--- config.mk ---
export PLATFORM = sky130hd
export DESIGN_NAME = barrido_ctrl_flat
export DESIGN_NICKNAME = d
export VERILOG_FILES = /design/src/rtl/barrido_pkg.sv /design/src/rtl/barrido_if.sv /design/src/rtl/barrido_ctrl_misr16.sv /design/src/rtl/barrido_ctrl.sv /design/src/flat_wrapper.sv
export SDC_FILE = /design/constraint.sdc
export NUM_CORES = 1
export LEC_CHECK = 0
export CAP_MARGIN = 20
export CELL_PAD_IN_SITES_DETAIL_PLACEMENT = 1
export CELL_PAD_IN_SITES_GLOBAL_PLACEMENT = 2
export CORE_MARGIN = 2
export CORE_UTILIZATION = 38
export CTS_BUF_LIST = sky130_fd_sc_hd__clkbuf_4
export DETAILED_ROUTE_END_ITERATION = 10
export DONT_BUFFER_PORTS = 1
export PLACE_DENSITY = 0.78
export REMOVE_ABC_BUFFERS = 1
export SETUP_SLACK_MARGIN = 0.5
export SYNTH_ARGS = -nofsm -noshare
export SYNTH_HDL_FRONTEND = slang
export SYNTH_SLANG_ARGS = --single-unit
--- constraint.sdc ---
create_clock -name clk -period 2.1 [get_ports clk]
set_clock_uncertainty 0.05 [all_clocks]
set_input_delay 0.42 -clock clk [delete_from_list [all_inputs] [get_ports clk]]
set_output_delay 0.42 -clock clk [all_outputs]
set_load 0.01 [all_outputs]
--- src/rtl/barrido_pkg.sv ---
// Shared types and constants for the barrido sweep controller.
// State encoding plus MISR polynomial, seed and step function.
package barrido_pkg;

    typedef enum logic [1:0] {
        IDLE    = 2'd0,
        SETTLE  = 2'd1,
        COMPARE = 2'd2,
        DONE    = 2'd3
    } state_t;

    localparam logic [15:0] MISR_POLY = 16'h1021;
    localparam logic [15:0] MISR_SEED = 16'hFFFF;

    function automatic logic [15:0] misr_step(
        input logic [15:0] s,
        input logic [15:0] d
    );
        return {s[14:0], 1'b0} ^ (s[15] ? MISR_POLY : 16'h0000) ^ d;
    endfunction

endpackage

--- src/rtl/barrido_if.sv ---
// Host and datapath-under-test signals of the sweep controller.
// master = host/datapath side, slave = controller side.
interface barrido_if #(
    parameter int N_IN  = 5,
    parameter int N_OUT = 3
);
    logic              start;
    logic              hold;
    logic [N_OUT-1:0]  resp_a;
    logic [N_OUT-1:0]  resp_b;
    logic [N_IN-1:0]   vec_out;
    logic              busy;
    logic              done;
    logic [N_IN:0]     mismatch_cnt;
    logic              first_fail_valid;
    logic [N_IN-1:0]   first_fail_vec;
    logic [15:0]       sig;

    modport master (
        output start, hold, resp_a, resp_b,
        input  vec_out, busy, done, mismatch_cnt,
        input  first_fail_valid, first_fail_vec, sig
    );

    modport slave (
        input  start, hold, resp_a, resp_b,
        output vec_out, busy, done, mismatch_cnt,
        output first_fail_valid, first_fail_vec, sig
    );
endinterface

--- src/rtl/barrido_ctrl_misr16.sv ---
// 16-bit multiple-input signature register (poly 0x1021).
// clr reseeds, en folds din into the signature.
module misr16
    import barrido_pkg::*;
(
    input  logic        clk,
    input  logic        rst,
    input  logic        clr,
    input  logic        en,
    input  logic [15:0] din,
    output logic [15:0] sig
);

    always_ff @(posedge clk or posedge rst) begin
        if (rst)
            sig <= MISR_SEED;
        else if (clr)
            sig <= MISR_SEED;
        else if (en)
            sig <= misr_step(sig, din);
    end

endmodule

--- src/rtl/barrido_ctrl.sv ---
// Clocked, pausable sweep sequencer comparing two datapath responses.
// Define BARRIDO_MISR_EN to build the response signature (MISR) on sig.
module barrido_ctrl
    import barrido_pkg::*;
#(
    parameter int N_IN       = 5,
    parameter int N_OUT      = 3,
    parameter int SETTLE_CYC = 2
) (
    input  logic     clk,
    input  logic     rst,
    barrido_if.slave bus
);

    localparam int          CW       = N_IN + 1;
    localparam logic [3:0]  CNT_LAST = 4'(SETTLE_CYC - 1);

    state_t            state;
    logic [3:0]        cnt;
    logic [N_IN-1:0]   vec;
    logic              busy_q;
    logic              done_q;
    logic [CW-1:0]     mm_cnt;
    logic              ff_valid;
    logic [N_IN-1:0]   ff_vec;
    logic              launch;
    logic              cmp_cyc;

    assign launch  = (state == IDLE) && bus.start;
    assign cmp_cyc = (state == COMPARE);

    always_ff @(posedge clk or posedge rst) begin
        if (rst) begin
            state    <= IDLE;
            cnt      <= '0;
            vec      <= '0;
            busy_q   <= 1'b0;
            done_q   <= 1'b0;
            mm_cnt   <= '0;
            ff_valid <= 1'b0;
            ff_vec   <= '0;
        end else begin
            unique case (state)
                IDLE: begin
                    if (bus.start) begin
                        vec      <= '0;
                        cnt      <= '0;
                        mm_cnt   <= '0;
                        ff_valid <= 1'b0;
                        ff_vec   <= '0;
                        busy_q   <= 1'b1;
                        state    <= SETTLE;
                    end
                end
                SETTLE: begin
                    if (!bus.hold) begin
                        if (cnt == CNT_LAST) begin
                            cnt   <= '0;
                            state <= COMPARE;
                        end else begin
                            cnt <= cnt + 4'd1;
                        end
                    end
                end
                COMPARE: begin
                    if (bus.resp_a != bus.resp_b) begin
                        mm_cnt <= mm_cnt + CW'(1);
                        if (!ff_valid) begin
                            ff_valid <= 1'b1;
                            ff_vec   <= vec;
                        end
                    end
                    // Stop at all-ones so vec_out never wraps mid-sweep
                    if (&vec) begin
                        busy_q <= 1'b0;
                        done_q <= 1'b1;
                        state  <= DONE;
                    end else begin
                        vec   <= vec + N_IN'(1);
                        state <= SETTLE;
                    end
                end
                DONE: begin
                    done_q <= 1'b0;
                    state  <= IDLE;
                end
                default: state <= IDLE;
            endcase
        end
    end

    assign bus.vec_out          = vec;
    assign bus.busy             = busy_q;
    assign bus.done             = done_q;
    assign bus.mismatch_cnt     = mm_cnt;
    assign bus.first_fail_valid = ff_valid;
    assign bus.first_fail_vec   = ff_vec;

`ifdef BARRIDO_MISR_EN
    misr16 u_misr (
        .clk (clk),
        .rst (rst),
        .clr (launch),
        .en  (cmp_cyc),
        .din (16'(bus.resp_a)),
        .sig (bus.sig)
    );
`else
    logic unused_ok;
    assign unused_ok = launch ^ cmp_cyc;
    assign bus.sig   = 16'h0000;
`endif

endmodule
--- src/flat_wrapper.sv ---
// flat-port wrapper written by rule: the top's interface ports become plain ports
module barrido_ctrl_flat import barrido_pkg::*;
#(
    parameter int N_IN       = 5,
    parameter int N_OUT      = 3,
    parameter int SETTLE_CYC = 2
)
  (clk, rst, bus_start, bus_hold, bus_resp_a, bus_resp_b, bus_vec_out, bus_busy, bus_done, bus_mismatch_cnt, bus_first_fail_valid, bus_first_fail_vec, bus_sig);
  barrido_if #(.N_IN(N_IN), .N_OUT(N_OUT)) bus_i ();
  input  logic clk;
  input  logic rst;
  input wire logic [$bits(bus_i.start)-1:0] bus_start;
  input wire logic [$bits(bus_i.hold)-1:0] bus_hold;
  input wire logic [$bits(bus_i.resp_a)-1:0] bus_resp_a;
  input wire logic [$bits(bus_i.resp_b)-1:0] bus_resp_b;
  output wire logic [$bits(bus_i.vec_out)-1:0] bus_vec_out;
  output wire logic [$bits(bus_i.busy)-1:0] bus_busy;
  output wire logic [$bits(bus_i.done)-1:0] bus_done;
  output wire logic [$bits(bus_i.mismatch_cnt)-1:0] bus_mismatch_cnt;
  output wire logic [$bits(bus_i.first_fail_valid)-1:0] bus_first_fail_valid;
  output wire logic [$bits(bus_i.first_fail_vec)-1:0] bus_first_fail_vec;
  output wire logic [$bits(bus_i.sig)-1:0] bus_sig;
  assign bus_i.start = bus_start;
  assign bus_i.hold = bus_hold;
  assign bus_i.resp_a = bus_resp_a;
  assign bus_i.resp_b = bus_resp_b;
  assign bus_vec_out = bus_i.vec_out;
  assign bus_busy = bus_i.busy;
  assign bus_done = bus_i.done;
  assign bus_mismatch_cnt = bus_i.mismatch_cnt;
  assign bus_first_fail_valid = bus_i.first_fail_valid;
  assign bus_first_fail_vec = bus_i.first_fail_vec;
  assign bus_sig = bus_i.sig;
  barrido_ctrl #(.N_IN(N_IN), .N_OUT(N_OUT), .SETTLE_CYC(SETTLE_CYC)) u_core (.clk(clk), .rst(rst), .bus(bus_i));
endmodule
==> flow_summary.ini <==
[pwr]
seqPwrFrac = 0.459
irDropWorstVdd_mv = 0.427
clkPwrFrac = 0.133
leakagePower_nw = 0.762
switching_share = 0.444
p_total_mw = 1.81
internal_power_mw = 1.01
p_comb_frac = 0.407
power_density_nw_per_um2 = 1100
p_sw_mw = 0.805

[sta]
period_minus_slack_ns = 1.62
slew_headroom = 0.603
timing.fmax_mhz = 616
period_share = 0.773
setup_viol = 0
tightestPinTransition_ns = 0.595
rsz0062_at_grt = true
setup_tns_ns = 0
drv_slew = 0
hold_violations = 0

[detailed_routing]
totalWireLength_um = 3510
drt_pass1_iterations = 4
via_per_inst = 5.08
route.detailed.drc = 0
wl_per_cell_um = 15.5
num_vias = 1148
drtIter0Drc = 28
ant_nets = 0

[setup_path]
cp_num_cells = 7
end_kind = register
cp_top_family = simple AND/OR/NAND/NOR gates
setup.worst_path.start = u_core.bus.vec_out[1]
cp_data_required_time_ns = 2.32
worst-r2r-setup-slack_ns = 0.48
critical_path.max_stage_delay_ns = 0.42
crit_end = u_core.bus.vec_out[3]
reg2reg_depth = 7
critPathMaxFanout = 2
r2r_start = u_core.bus.vec_out[1]
crit_arrival_ns = 1.84
worst-setup-path-type = reg2reg
r2r-end = u_core.bus.vec_out[3]
crit_path_top_delay_cell = dfrtp_1
path_cells = ha_2, and3_4, ha_4, nand4b_1, nor3_2, a21oi_1, o21ai_1
path_buf_inv = 0
cp-start-kind = register

[placement]
portBuffers = 0
gp_congestion = 0.765
dp_hpwl_um = 2480
dpl.cell_count = 212

[cells_and_area]
drive_gt1_frac = 0.180
synthToLayoutAreaGrowth_pct = 11.6
final_cell_mix = dfrtp_1, nand2_1, conb_1, buf_4, inv_1
nets = 195
n_antenna_cell = 0
final_cells = 226
layout_commonest_cell = dfrtp_1

[grt]
first_global_vias = 1171
grt_first_pass_wirelength_um = 5440
track_usage = 0.164
grt_start_max_net_pins = 26
antenna_found_initial = 0
grt_overflow_total = 0

[floorplan]
core_sq_um = 3690
start_util = 0.401
die_y_um = 66.4
io_pins = 45
dieArea_sq_um = 4400
die_x_um = 66.4
rows = 22

[logic_synthesis]
ys_seq_elements = 25
synth_top_area_share = 0.423
synth_top_area_cell = dfrtp_1
synth_cells = 164
syn_area_sq_um = 1480
syn_avg_cell_area_sq_um = 9.01
synth_area_leaders = dfrtp_1, buf_4, ha_1
ys_warn_count = 0
synth.distinct_cells = 32
ys_seq_area_frac = 0.423

[cts]
cts_max_level = 1
cts_tree = yes
clk_pin_slew_ns = 0.16
clk_path_buf_depth = 2
clock_latency_ns = 0.34
clkSinkCount = 25
numCtsBuffers = 3
cts_root_buf = clkbuf_4

[worst_hold_path]
hold_class = in2reg

[run_status]
outcome = completed

[job]
maxCapViolations = 0
## through the flow
step | setup WS [ns] | hold WS (ns) | util | instance area (sq um)
3_5_place_dp | 0.195 | 0.339 | 0.403 | 1490
6_report | 0.477 | 0.188 | 0.447 | 1650
5_1_grt | 0.336 | 0.173 | 0.447 | 1650
4_1_cts | 0.416 | 0.177 | 0.431 | 1590
2_1_floorplan | 0.340 | 0.397 | - | 1370
3_3_place_gp | 0.394 | 0.336 | 0.403 | 1490
## power groups by stage
stage               logic (mW)  clock network, mW  registers [mW]
global placement         0.548                  0           0.844
global route             0.818              0.278           0.860
detailed placement       0.589                  0           0.856
finish                   0.739              0.242           0.833
CTS                      0.634              0.251           0.851
floorplan                0.376                  0           0.826
## cells in the mapped netlist
cell type and number:
a311o_1 1, nand2_1 19, a211oi_1 1, nor3_1 4, clkbuf_1 2, or3_1 2
conb_1 1, buf_2 2, and3_1 2, o22a_1 1, and2_1 1, mux2i_1 7
ha_1 6, a22oi_1 2, o21bai_1 1, nor3_2 1, nor2b_1 1, xor2_1 3
a21oi_1 11, inv_1 12, nand2b_1 5, o21ai_0 11, nand4b_1 1, buf_6 2
o211ai_1 3, or4_1 3, nor2_1 6, buf_4 16, dfrtp_1 25, a211o_1 1
o22ai_1 2, nand3_1 9
## kinds of logic after synthesis
family / after synthesis / synth area share
simple gates: 54 / 0.182
fa+ha+maj: 6 / 0.0508
mux: 7 / 0.0474
xor+xnor: 3 / 0.0178
flops: 25 / 0.423
other cells: 1 / 0.00254
buf+inv: 34 / 0.139
compound gates: 34 / 0.137
## how the worst min path moves through the flow
| stage | from | end | slack, ns | cells after the start |
|---|---|---|---|---|
| 2_1_floorplan | rst | u_core.bus.busy | 0.40 | 1 |
| 3_3_place_gp | rst | u_core.bus.mismatch_cnt[4] | 0.34 | 2 |
| 3_5_place_dp | rst | u_core.bus.mismatch_cnt[4] | 0.34 | 2 |
| 4_1_cts | bus_start | u_core.state[0] | 0.18 | 2 |
| 5_1_grt | bus_start | u_core.state[0] | 0.17 | 2 |
| 6_report | bus_start | u_core.state[0] | 0.19 | 2 |
## registers in the layout, summed over array words and instances, names as in the netlist
signal	flops
u_core.bus.first_fail_vec	5
u_core.state	2
u_core.cnt	4
u_core.bus.vec_out	5
u_core.bus.done	1
u_core.bus.first_fail_valid	1
u_core.bus.mismatch_cnt	6
u_core.bus.busy	1
## final cells by class
cell class	count	area, sq um
multi-input combinational	120	752
inverter	12	45.0
fill	441	2040
tap	48	60.1
clock inverter	1	8.76
timing repair buffer	17	130
clock buffer	3	22.5
sequential	25	631
## metal layers
layer	global-route usage	vias to the layer above	routed length [um]
met4	0.0459	0	32
li1	-	561	-
met1	0.182	552	1450
met2	0.301	31	1850
met5	0	-	0
met3	0.0477	4	174
## timing repair
item	in CTS	in global routing
hold buffers	1	0
cloned	0	0
pin swaps	3	4
gates resized for setup	10	7
setup buffers	3	6
setup endpoints to repair	15	20
hold endpoints to repair	25	0
No activity file was read; power rests on OpenSTA's default activity.
